--- config.mk ---
export PLATFORM = sky130hd
export DESIGN_NAME = hazard_ctrl
export DESIGN_NICKNAME = d
export VERILOG_FILES = /design/src/rtl/pipeline_defs.sv /design/src/rtl/hazard_decode.sv /design/src/rtl/hazard_ctrl.sv
export SDC_FILE = /design/constraint.sdc
export NUM_CORES = 1
export LEC_CHECK = 0
export CORE_UTILIZATION = 35
export CTS_BUF_LIST = sky130_fd_sc_hd__clkbuf_8
export CTS_CLUSTER_DIAMETER = 150
export DETAILED_ROUTE_END_ITERATION = 10
export PLACE_DENSITY = 0.64
export SETUP_SLACK_MARGIN = 0.3
export SLEW_MARGIN = 20
export SYNTH_ARGS = -nofsm -noshare
export SYNTH_HDL_FRONTEND = slang
export SYNTH_SLANG_ARGS = --single-unit
export TNS_END_PERCENT = 30
--- constraint.sdc ---
create_clock -name clk_i -period 6 [get_ports clk_i]
set_clock_uncertainty 0.1 [all_clocks]
set_input_delay 1.2 -clock clk_i [delete_from_list [all_inputs] [get_ports clk_i]]
set_output_delay 1.2 -clock clk_i [all_outputs]
set_load 0.005 [all_outputs]
--- src/rtl/pipeline_defs.sv ---
// Opcode groups, ALU op codes and decoded-instruction types shared by the
// instruction decoder and the hazard controller.
package pipeline_defs;

  localparam logic [2:0] GRP_LOAD   = 3'b000;
  localparam logic [2:0] GRP_I      = 3'b001;
  localparam logic [2:0] GRP_STORE  = 3'b010;
  localparam logic [2:0] GRP_R      = 3'b011;
  localparam logic [2:0] GRP_BRANCH = 3'b110;

  typedef enum logic [3:0] {
    ALU_ADD  = 4'd0,
    ALU_SUB  = 4'd1,
    ALU_AND  = 4'd2,
    ALU_OR   = 4'd3,
    ALU_XOR  = 4'd4,
    ALU_SLL  = 4'd5,
    ALU_SRL  = 4'd6,
    ALU_SRA  = 4'd7,
    ALU_SLT  = 4'd8,
    ALU_SLTU = 4'd9,
    ALU_MUL  = 4'd10
  } alu_op_e;

  typedef enum logic {
    ST_IDLE = 1'b0,
    ST_RUN  = 1'b1
  } hz_state_e;

  typedef struct packed {
    logic [4:0] rs1;
    logic [4:0] rs2;
    logic [4:0] rd;
    logic       uses_rs1;
    logic       uses_rs2;
    logic       is_load;
    logic       is_mul;
    logic       is_branch;
  } hz_dec_t;

endpackage

--- src/rtl/hazard_decode.sv ---
// Combinational field extraction and hazard-relevant classification of the
// instruction sitting in IF/ID.
module hazard_decode
  import pipeline_defs::*;
(
  input  logic [31:0] instr_i,
  output hz_dec_t     dec_o
);

  logic [6:0] op;
  logic [2:0] grp;
  logic       unused_bits;

  assign op  = instr_i[6:0];
  assign grp = instr_i[6:4];

  // Funct bits that do not influence hazard detection.
  assign unused_bits = ^{instr_i[31], instr_i[29:26], instr_i[14:12]};

  always_comb begin
    dec_o           = '0;
    dec_o.rs1       = instr_i[19:15];
    dec_o.rs2       = instr_i[24:20];
    dec_o.rd        = instr_i[11:7];
    dec_o.uses_rs1  = (op != 7'd0);
    dec_o.uses_rs2  = (grp == GRP_R) || (grp == GRP_STORE) || (grp == GRP_BRANCH);
    dec_o.is_load   = (grp == GRP_LOAD) && (op != 7'd0);
    dec_o.is_mul    = (grp == GRP_R) && instr_i[25] && !instr_i[30];
    dec_o.is_branch = (grp == GRP_BRANCH);
  end

endmodule

--- src/rtl/hazard_ctrl.sv ---
// Load-use, taken-branch and multi-cycle MUL hazard control for the 5-stage
// core; drives the decoder bubble and the front-end write enables.
module hazard_ctrl
  import pipeline_defs::*;
#(
  parameter int MUL_CYCLES = 1,
  parameter int CNT_W      = 16
) (
  input  logic             clk_i,
  input  logic             rst_i,
  input  logic             start_i,
  input  logic [31:0]      instr_i,
  input  logic             branch_taken_i,
  output logic             noop_o,
  output logic             pc_write_o,
  output logic             ifid_write_o,
  output logic             idex_write_o,
  output logic             ifid_flush_o,
  output logic             mul_busy_o,
  output logic [CNT_W-1:0] stall_cnt_o
);

  localparam logic [4:0] MUL_LOAD = 5'(MUL_CYCLES - 1);

  function automatic logic [CNT_W-1:0] sat_inc(input logic [CNT_W-1:0] v);
    return (&v) ? v : v + 1'b1;
  endfunction

  hz_dec_t dec;

  hazard_decode u_decode (
    .instr_i (instr_i),
    .dec_o   (dec)
  );

  hz_state_e        state_q, state_d;
  logic [4:0]       ex_rd_q, ex_rd_d;
  logic             ex_load_q, ex_load_d;
  logic [4:0]       mul_cnt_q, mul_cnt_d;
  logic [CNT_W-1:0] stall_cnt_q, stall_cnt_d;
  logic             load_use;

  assign load_use = ex_load_q && (ex_rd_q != 5'd0) &&
                    ((dec.uses_rs1 && (dec.rs1 == ex_rd_q)) ||
                     (dec.uses_rs2 && (dec.rs2 == ex_rd_q)));

  // Priority: MUL occupancy, then load-use, then taken-branch flush.
  always_comb begin
    noop_o       = 1'b1;
    pc_write_o   = 1'b0;
    ifid_write_o = 1'b0;
    idex_write_o = 1'b0;
    ifid_flush_o = 1'b0;
    mul_busy_o   = 1'b0;
    if (state_q == ST_RUN) begin
      if (mul_cnt_q != 5'd0) begin
        noop_o     = 1'b0;
        mul_busy_o = 1'b1;
      end else if (load_use) begin
        idex_write_o = 1'b1;
      end else begin
        noop_o       = 1'b0;
        pc_write_o   = 1'b1;
        ifid_write_o = 1'b1;
        idex_write_o = 1'b1;
        ifid_flush_o = dec.is_branch && branch_taken_i;
      end
    end
  end

  always_comb begin
    state_d     = state_q;
    ex_rd_d     = ex_rd_q;
    ex_load_d   = ex_load_q;
    mul_cnt_d   = mul_cnt_q;
    stall_cnt_d = stall_cnt_q;

    if ((state_q == ST_IDLE) && start_i)
      state_d = ST_RUN;

    if (idex_write_o) begin
      ex_rd_d   = noop_o ? 5'd0 : dec.rd;
      ex_load_d = noop_o ? 1'b0 : dec.is_load;
    end

    if (mul_cnt_q != 5'd0)
      mul_cnt_d = mul_cnt_q - 5'd1;
    else if (idex_write_o && !noop_o && dec.is_mul)
      mul_cnt_d = MUL_LOAD;

    if ((state_q == ST_RUN) && !pc_write_o)
      stall_cnt_d = sat_inc(stall_cnt_q);
  end

  always_ff @(posedge clk_i) begin
    if (rst_i) begin
      state_q     <= ST_IDLE;
      ex_rd_q     <= 5'd0;
      ex_load_q   <= 1'b0;
      mul_cnt_q   <= 5'd0;
      stall_cnt_q <= '0;
    end else begin
      state_q     <= state_d;
      ex_rd_q     <= ex_rd_d;
      ex_load_q   <= ex_load_d;
      mul_cnt_q   <= mul_cnt_d;
      stall_cnt_q <= stall_cnt_d;
    end
  end

  assign stall_cnt_o = stall_cnt_q;

endmodule

# Word level (Yosys, flattened, before mapping)
# Index checks and enable logic that the tools add are counted.
# classes
n_addsub,2
eq_ne,5
mux,17
bitwise_logic,2
n_reduce_logical,25
# ops
cell,n
16-bit by 1-bit adder with 16-bit output (second input constant),1
16-bit AND reduction,1
5-bit two-way mux,3
1-bit two-way mux,14
1-bit logical AND,12
5-bit equality test,2
5-bit nonzero test,2
7-bit nonzero test,1
3-bit by 2-bit equality test with 1-bit output (second input constant),2
5-bit by 1-bit subtractor with 5-bit output (second input constant),1
3-bit equality test (second input constant),1
1-bit logical NOT,3
3-bit logical NOT,1
1-bit logical OR,3
1-bit NOT,2
2-bit AND reduction,1
2-bit nonzero test,1
# totals
register_bits,28
inputBits,36
output_inout_bits,22
word_cells,56

# Longest topological paths before layout
# logic_depth
depth_word,14
mapped_depth,8
depth_no_buf,7

# Hierarchy
# A second synthesis with hierarchy kept.
# unflattened
hier_cells,197
hier_area_um2,1625.3
# modules_own_cells
module,instances,cells_each,area_per_inst_um2,seq_area_each_um2
hazard_ctrl,1,173,1452.6,560.5
hazard_decode,1,24,172.7,0.0

# Worst setup path before layout
# OpenSTA, ideal clock, no wires.
# synth_path
kind,input port to output port
start,input port instr_i[1]
end,output port ifid_flush_o
arrival_time_ps,2425
required_time_ps,4700
slack_ps,2275
path_stages,6
path_buffers,0
cell_sequence,nor4_1 -> a211o_1 -> nor4_4 -> o21bai_2 -> and2_1 -> and4_1
# synth_between
elab_chain_len,7
# synth_rtl
item,line_no,rtl
from (decl),hazard_ctrl.sv:12,"input logic [31:0] instr_i,"
7-bit nonzero test,hazard_decode.sv:25,dec_o.uses_rs1 = (op != 7'd0);
1-bit logical AND,hazard_ctrl.sv:44,((dec.uses_rs1 && (dec.rs1 == ex_rd_q)) ||
1-bit logical OR,hazard_ctrl.sv:44,
1-bit logical AND,hazard_ctrl.sv:43,assign load_use = ex_load_q && (ex_rd_q != 5'd0) &&
1-bit two-way mux,hazard_ctrl.sv:59,end else if (load_use) begin
1-bit two-way mux,hazard_ctrl.sv:56,if (mul_cnt_q != 5'd0) begin
1-bit two-way mux,hazard_ctrl.sv:55,if (state_q == ST_RUN) begin
to (decl),hazard_ctrl.sv:18,"output logic ifid_flush_o,"
# Every way passes these cells.

# Worst setup path in the final report
# Ends and elaborated chain as after synthesis.

==> flow_summary.html <==
<table>
<tr><th>Metric</th><th>Value</th></tr>
<tr><th colspan="2">Setup path</th></tr>
<tr><td>Critical path capture point</td><td>ifid_flush_o</td></tr>
<tr><td>Cell chain of the critical path</td><td>clkdlybuf4s50_1, nor4_1, a211o_1, nor4_4, o21bai_2, and2_1, and4_1, clkdlybuf4s50_1</td></tr>
<tr><td>Cell with the largest stage delay on the worst path</td><td>sky130_fd_sc_hd__o21bai_2</td></tr>
<tr><td>Number of cells on the critical path</td><td>8</td></tr>
<tr><td>Setup slack of the most critical reg-to-reg path</td><td>between 3 and 4 ns</td></tr>
<tr><td>Required time worst endpoint</td><td>4.70 ns</td></tr>
<tr><td>Endpoint arrival time on the critical path</td><td>3.78 ns</td></tr>
<tr><td>Crit path capture type</td><td>primary output</td></tr>
<tr><td>Critical path buffers and inverters</td><td>2</td></tr>
<tr><td>Worst reg2reg path depth</td><td>6</td></tr>
<tr><td>Source of the critical timing path</td><td>instr_i[1]</td></tr>
<tr><td>Worst flop-to-flop path startpoint</td><td>ex_rd_q[0]</td></tr>
<tr><td>Dominant cell type by count on the critical path</td><td>sky130_fd_sc_hd__clkdlybuf4s50_1</td></tr>
<tr><td>Type of the worst setup path</td><td>in -&gt; out</td></tr>
<tr><td>Category of the worst setup path launch point</td><td>primary input</td></tr>
<tr><td>Kind of cell adding the most delay to the critical path</td><td>buffers and inverters</td></tr>
<tr><td>Worst path max stage delay</td><td>~0.59 ns</td></tr>
<tr><td>Worst Path Max Fanout</td><td>18</td></tr>
<tr><td>Reg2reg end</td><td>stall_cnt_o[14]</td></tr>
<tr><th colspan="2">Floorplanning</th></tr>
<tr><td>Die width</td><td>between 70 and 80 um</td></tr>
<tr><td>Die boundary height</td><td>71.57 um</td></tr>
<tr><td>Initial Utilization</td><td>a little under two fifths</td></tr>
<tr><td>Total Die Area</td><td>5122 um2</td></tr>
<tr><td>Number of standard-cell rows in the floorplan</td><td>24</td></tr>
<tr><td>Ports placed on the boundary</td><td>58</td></tr>
<tr><td>Core region area</td><td>approximately 4500 um2</td></tr>
<tr><th colspan="2">Finish</th></tr>
<tr><td>Most used cells in the layout excluding fill and tap cells</td><td>sky130_fd_sc_hd__clkdlybuf4s50_1, sky130_fd_sc_hd__dfxtp_1, sky130_fd_sc_hd__nand2_1</td></tr>
<tr><td>Final net count</td><td>285</td></tr>
<tr><td>Fraction of layout cells with a size suffix above 1</td><td>8.980%</td></tr>
<tr><td>Most common cell after layout, fill and taps aside</td><td>sky130_fd_sc_hd__clkdlybuf4s50_1</td></tr>
<tr><td>Layout Area Growth over Synthesis</td><td>34.49%</td></tr>
<tr><td>ANT cells</td><td>0</td></tr>
<tr><th colspan="2">Clock tree</th></tr>
<tr><td>Worst-skew pair later-pin latency</td><td>~0.28 ns</td></tr>
<tr><td>TritonCTS clock tree</td><td>built</td></tr>
<tr><td>Register clock-pin slew on the reported worst setup and hold paths</td><td>roughly 0.09 ns</td></tr>
<tr><td>Cts bufs inserted</td><td>3</td></tr>
<tr><td>Sinks on the clock net</td><td>28</td></tr>
<tr><td>Root buffer cell</td><td>sky130_fd_sc_hd__clkbuf_8</td></tr>
<tr><td>Cells resized by post-CTS repair</td><td>0</td></tr>
<tr><td>CTS hold repair buffers</td><td>0</td></tr>
<tr><td>Maximum level of the CTS H-tree</td><td>1</td></tr>
<tr><td>Setup Fix Bufs, Post-CTS</td><td>0</td></tr>
<tr><td>Clk buf depth</td><td>2</td></tr>
<tr><th colspan="2">Global route</th></tr>
<tr><td>Vias in the first global route</td><td>~1,400</td></tr>
<tr><td>GRT Overall Usage</td><td>~16%</td></tr>
<tr><td>Initial antenna violation count</td><td>0</td></tr>
<tr><td>Pin count of the biggest net entering global routing</td><td>40</td></tr>
<tr><td>Overflow left after global routing</td><td>0</td></tr>
<tr><td>Global-route wire length before repair</td><td>6637 um</td></tr>
<tr><th colspan="2">Timing</th></tr>
<tr><td>Post-layout minimum cycle time</td><td>5.081 ns</td></tr>
<tr><td>Tightest Pin Transition</td><td>0.7370 ns</td></tr>
<tr><td>Final slew viol count</td><td>0</td></tr>
<tr><td>Relative slew slack</td><td>50.83%</td></tr>
<tr><td>Number of failing setup endpoints in the final timing report</td><td>0</td></tr>
<tr><td>Fmax achieved</td><td>196.8 MHz</td></tr>
<tr><td>Portion of the clock cycle consumed by the worst path in the final layout</td><td>84.69%</td></tr>
<tr><td>Sum of negative setup slack</td><td>0 ns</td></tr>
<tr><td>Total count of hold-check failures in the final report</td><td>0</td></tr>
<tr><td>RSZ-0062 raised after global routing</td><td>false</td></tr>
<tr><td>Tightest hold margin</td><td>0.3572 ns</td></tr>
<tr><th colspan="2">Status</th></tr>
<tr><td>Status</td><td>finished, final reports clean</td></tr>
<tr><th colspan="2">Place</th></tr>
<tr><td>Hpwl dp</td><td>between 2000 and 3000 um</td></tr>
<tr><td>Gpl congestion</td><td>0.7671</td></tr>
<tr><td>Port buffer count</td><td>49</td></tr>
<tr><th colspan="2">Logic synthesis</th></tr>
<tr><td>Post-synth top area share</td><td>33.09%</td></tr>
<tr><td>Yosys reg bits</td><td>28</td></tr>
<tr><td>Cell area after synthesis</td><td>1694 um2</td></tr>
<tr><td>Fraction of synthesis flops using an asynchronous set or reset pin</td><td>0%</td></tr>
<tr><td>Count of flip-flops with a built-in enable after synthesis</td><td>0</td></tr>
<tr><td>Number of nets produced by synthesis</td><td>239</td></tr>
<tr><td>Number of synthesis warnings</td><td>0</td></tr>
<tr><td>Cell type contributing the most total cell area after synthesis</td><td>sky130_fd_sc_hd__dfxtp_1</td></tr>
<tr><td>Mean Syn Cell Area</td><td>about 8.5 um2</td></tr>
<tr><td>Share of synthesized area occupied by flip-flops and latches</td><td>between 30 and 40%</td></tr>
<tr><td>Mapped Cells</td><td>200</td></tr>
<tr><td>Number of library cell types mapped by synthesis</td><td>45</td></tr>
<tr><td>Top_reg_cell synth</td><td>sky130_fd_sc_hd__dfxtp_1</td></tr>
<tr><td>Synth top area cells</td><td>sky130_fd_sc_hd__dfxtp_1, sky130_fd_sc_hd__nor2b_1, sky130_fd_sc_hd__nand2_1</td></tr>
<tr><th colspan="2">Routing</th></tr>
<tr><td>Total vias in the final route</td><td>roughly 1,500</td></tr>
<tr><td>Via-to-Cell Ratio</td><td>~5.2</td></tr>
<tr><td>Final routed DRC violation total</td><td>0</td></tr>
<tr><td>Number of nets still failing antenna checks after routing</td><td>0</td></tr>
<tr><td>First-pass iteration count of the detailed router</td><td>4</td></tr>
<tr><td>Initial drt markers</td><td>56</td></tr>
<tr><td>Total Routed Length</td><td>~3900 um</td></tr>
<tr><td>Routed len/inst</td><td>between 10 and 15 um</td></tr>
<tr><th colspan="2">Power and ir drop</th></tr>
<tr><td>Max rail drop VDD</td><td>113.0 uV</td></tr>
<tr><td>Switching component of the power</td><td>218.9 uW</td></tr>
<tr><td>Sequential fraction of design power</td><td>37.3%</td></tr>
<tr><td>Proportion of power drawn by the clock network</td><td>24.1%</td></tr>
<tr><td>Leakage power total</td><td>0.8115 nW</td></tr>
<tr><td>Portion of total power attributed to combinational logic</td><td>38.6%</td></tr>
<tr><td>Power per standard cell area</td><td>276.4 nW/um2</td></tr>
<tr><td>Internal power component</td><td>around 410 uW</td></tr>
<tr><td>Switching part of the total power</td><td>approximately a third</td></tr>
<tr><th colspan="2">Flow run</th></tr>
<tr><td>Max cap viols</td><td>0</td></tr>
<tr><th colspan="2">Min path</th></tr>
<tr><td>Worst hold path class</td><td>reg -&gt; reg</td></tr>
</table>
## stage by stage
stage	utilization [%]	cell area [um2]	setup WS (ns)	cells	power, mW
finish	50.58	2278	0.9187	297	0.6298
global route	50.58	2278	0.7083	297	0.6715
CTS	50.58	2278	0.9064	297	0.6349
detailed placement	49.00	2207	0.9233	293	0.4828
global placement	49.00	2207	0.8919	293	0.4808
floorplan	-	1694	2.275	200	0.4095
## Yosys cell counts (2+ instances only)
cell	instances
sky130_fd_sc_hd__a211oi_1	7
sky130_fd_sc_hd__a21oi_1	14
sky130_fd_sc_hd__a41o_1	2
sky130_fd_sc_hd__and2_1	2
sky130_fd_sc_hd__and3_1	3
sky130_fd_sc_hd__and4_1	2
sky130_fd_sc_hd__buf_4	3
sky130_fd_sc_hd__clkbuf_1	4
sky130_fd_sc_hd__dfxtp_1	28
sky130_fd_sc_hd__ha_1	3
sky130_fd_sc_hd__inv_1	5
sky130_fd_sc_hd__mux2_1	4
sky130_fd_sc_hd__mux2_2	6
sky130_fd_sc_hd__nand2_1	20
sky130_fd_sc_hd__nand3_1	13
sky130_fd_sc_hd__nand4_1	2
sky130_fd_sc_hd__nand4b_1	2
sky130_fd_sc_hd__nor2_1	16
sky130_fd_sc_hd__nor2b_1	13
sky130_fd_sc_hd__nor3_1	5
sky130_fd_sc_hd__nor3_2	2
sky130_fd_sc_hd__nor3b_1	2
sky130_fd_sc_hd__nor4_4	2
sky130_fd_sc_hd__o21ai_0	3
sky130_fd_sc_hd__o31ai_1	3
sky130_fd_sc_hd__or3_1	2
sky130_fd_sc_hd__or4_1	4
sky130_fd_sc_hd__xnor2_1	5
sky130_fd_sc_hd__xor2_1	7
## cell families (layout without fill, tap and decap cells)
group | Yosys count | count (layout) | share of synthesized area [%]
simple gates | 97 | 97 | 33.60
compound gates | 33 | 33 | 12.63
flops | 28 | 28 | 33.09
buf+inv | 16 | 61 | 4.726
xor+xnor | 12 | 12 | 6.204
mux | 11 | 11 | 7.533
fa+ha+maj | 3 | 3 | 2.216
## routing by layer
metal | up-vias | share of wire [%] | GRT usage, %
li1 | 799 | - | -
met1 | 700 | 53 | 23.28
met2 | 31 | 42 | 24.23
met3 | 5 | 3.8 | 2.532
met4 | 0 | 1.3 | 4.575
met5 | - | 0 | 0
## power groups by stage
stage	Clock, mW	Sequential [mW]	Combinational, mW
after detailed placement	0	0.240	0.243
final	0.152	0.235	0.243
after floorplan	0	0.233	0.177
after CTS	0.155	0.235	0.245
after global placement	0	0.239	0.242
after global routing	0.162	0.239	0.270
## registers in the layout, indices dropped and copies added, names as in the netlist
name         flops
mul_cnt_q        5
ex_rd_q          5
ex_load_q        1
state_q          1
stall_cnt_o     16
## worst min path at each step
| stage | start | end | slack (ns) | cells past startpoint |
|---|---|---|---|---|
| 6_report | ex_load_q | ex_load_q | 0.36 | 2 |
| 5_1_grt | ex_load_q | ex_load_q | 0.37 | 2 |
| 4_1_cts | ex_load_q | ex_load_q | 0.36 | 2 |
| 3_5_place_dp | ex_load_q | ex_load_q | 0.35 | 2 |
| 3_3_place_gp | ex_load_q | ex_load_q | 0.34 | 2 |
| 2_1_floorplan | ex_load_q | ex_load_q | 0.33 | 2 |
## cell type report
type | count | area, um2
Fill cell | 443 | 2226
Inverter | 6 | 22.52
Multi-Input combinational cell | 156 | 1054
Tap cell | 52 | 65.06
Timing Repair Buffer | 51 | 505.5
Clock buffer | 3 | 41.29
Sequential cell | 28 | 560.5
Clock inverter | 1 | 30.03
## worst register-to-register path: stages (launching register included)
cell and delay [ns]:
sky130_fd_sc_hd__dfxtp_1 0.42, sky130_fd_sc_hd__xnor2_1 0.14, sky130_fd_sc_hd__nand3_1 0.14, sky130_fd_sc_hd__nor4_4 0.31
sky130_fd_sc_hd__o21bai_2 0.31, sky130_fd_sc_hd__a211oi_1 0.38, sky130_fd_sc_hd__mux2_2 0.37
(Power assumes the default switching activity.)
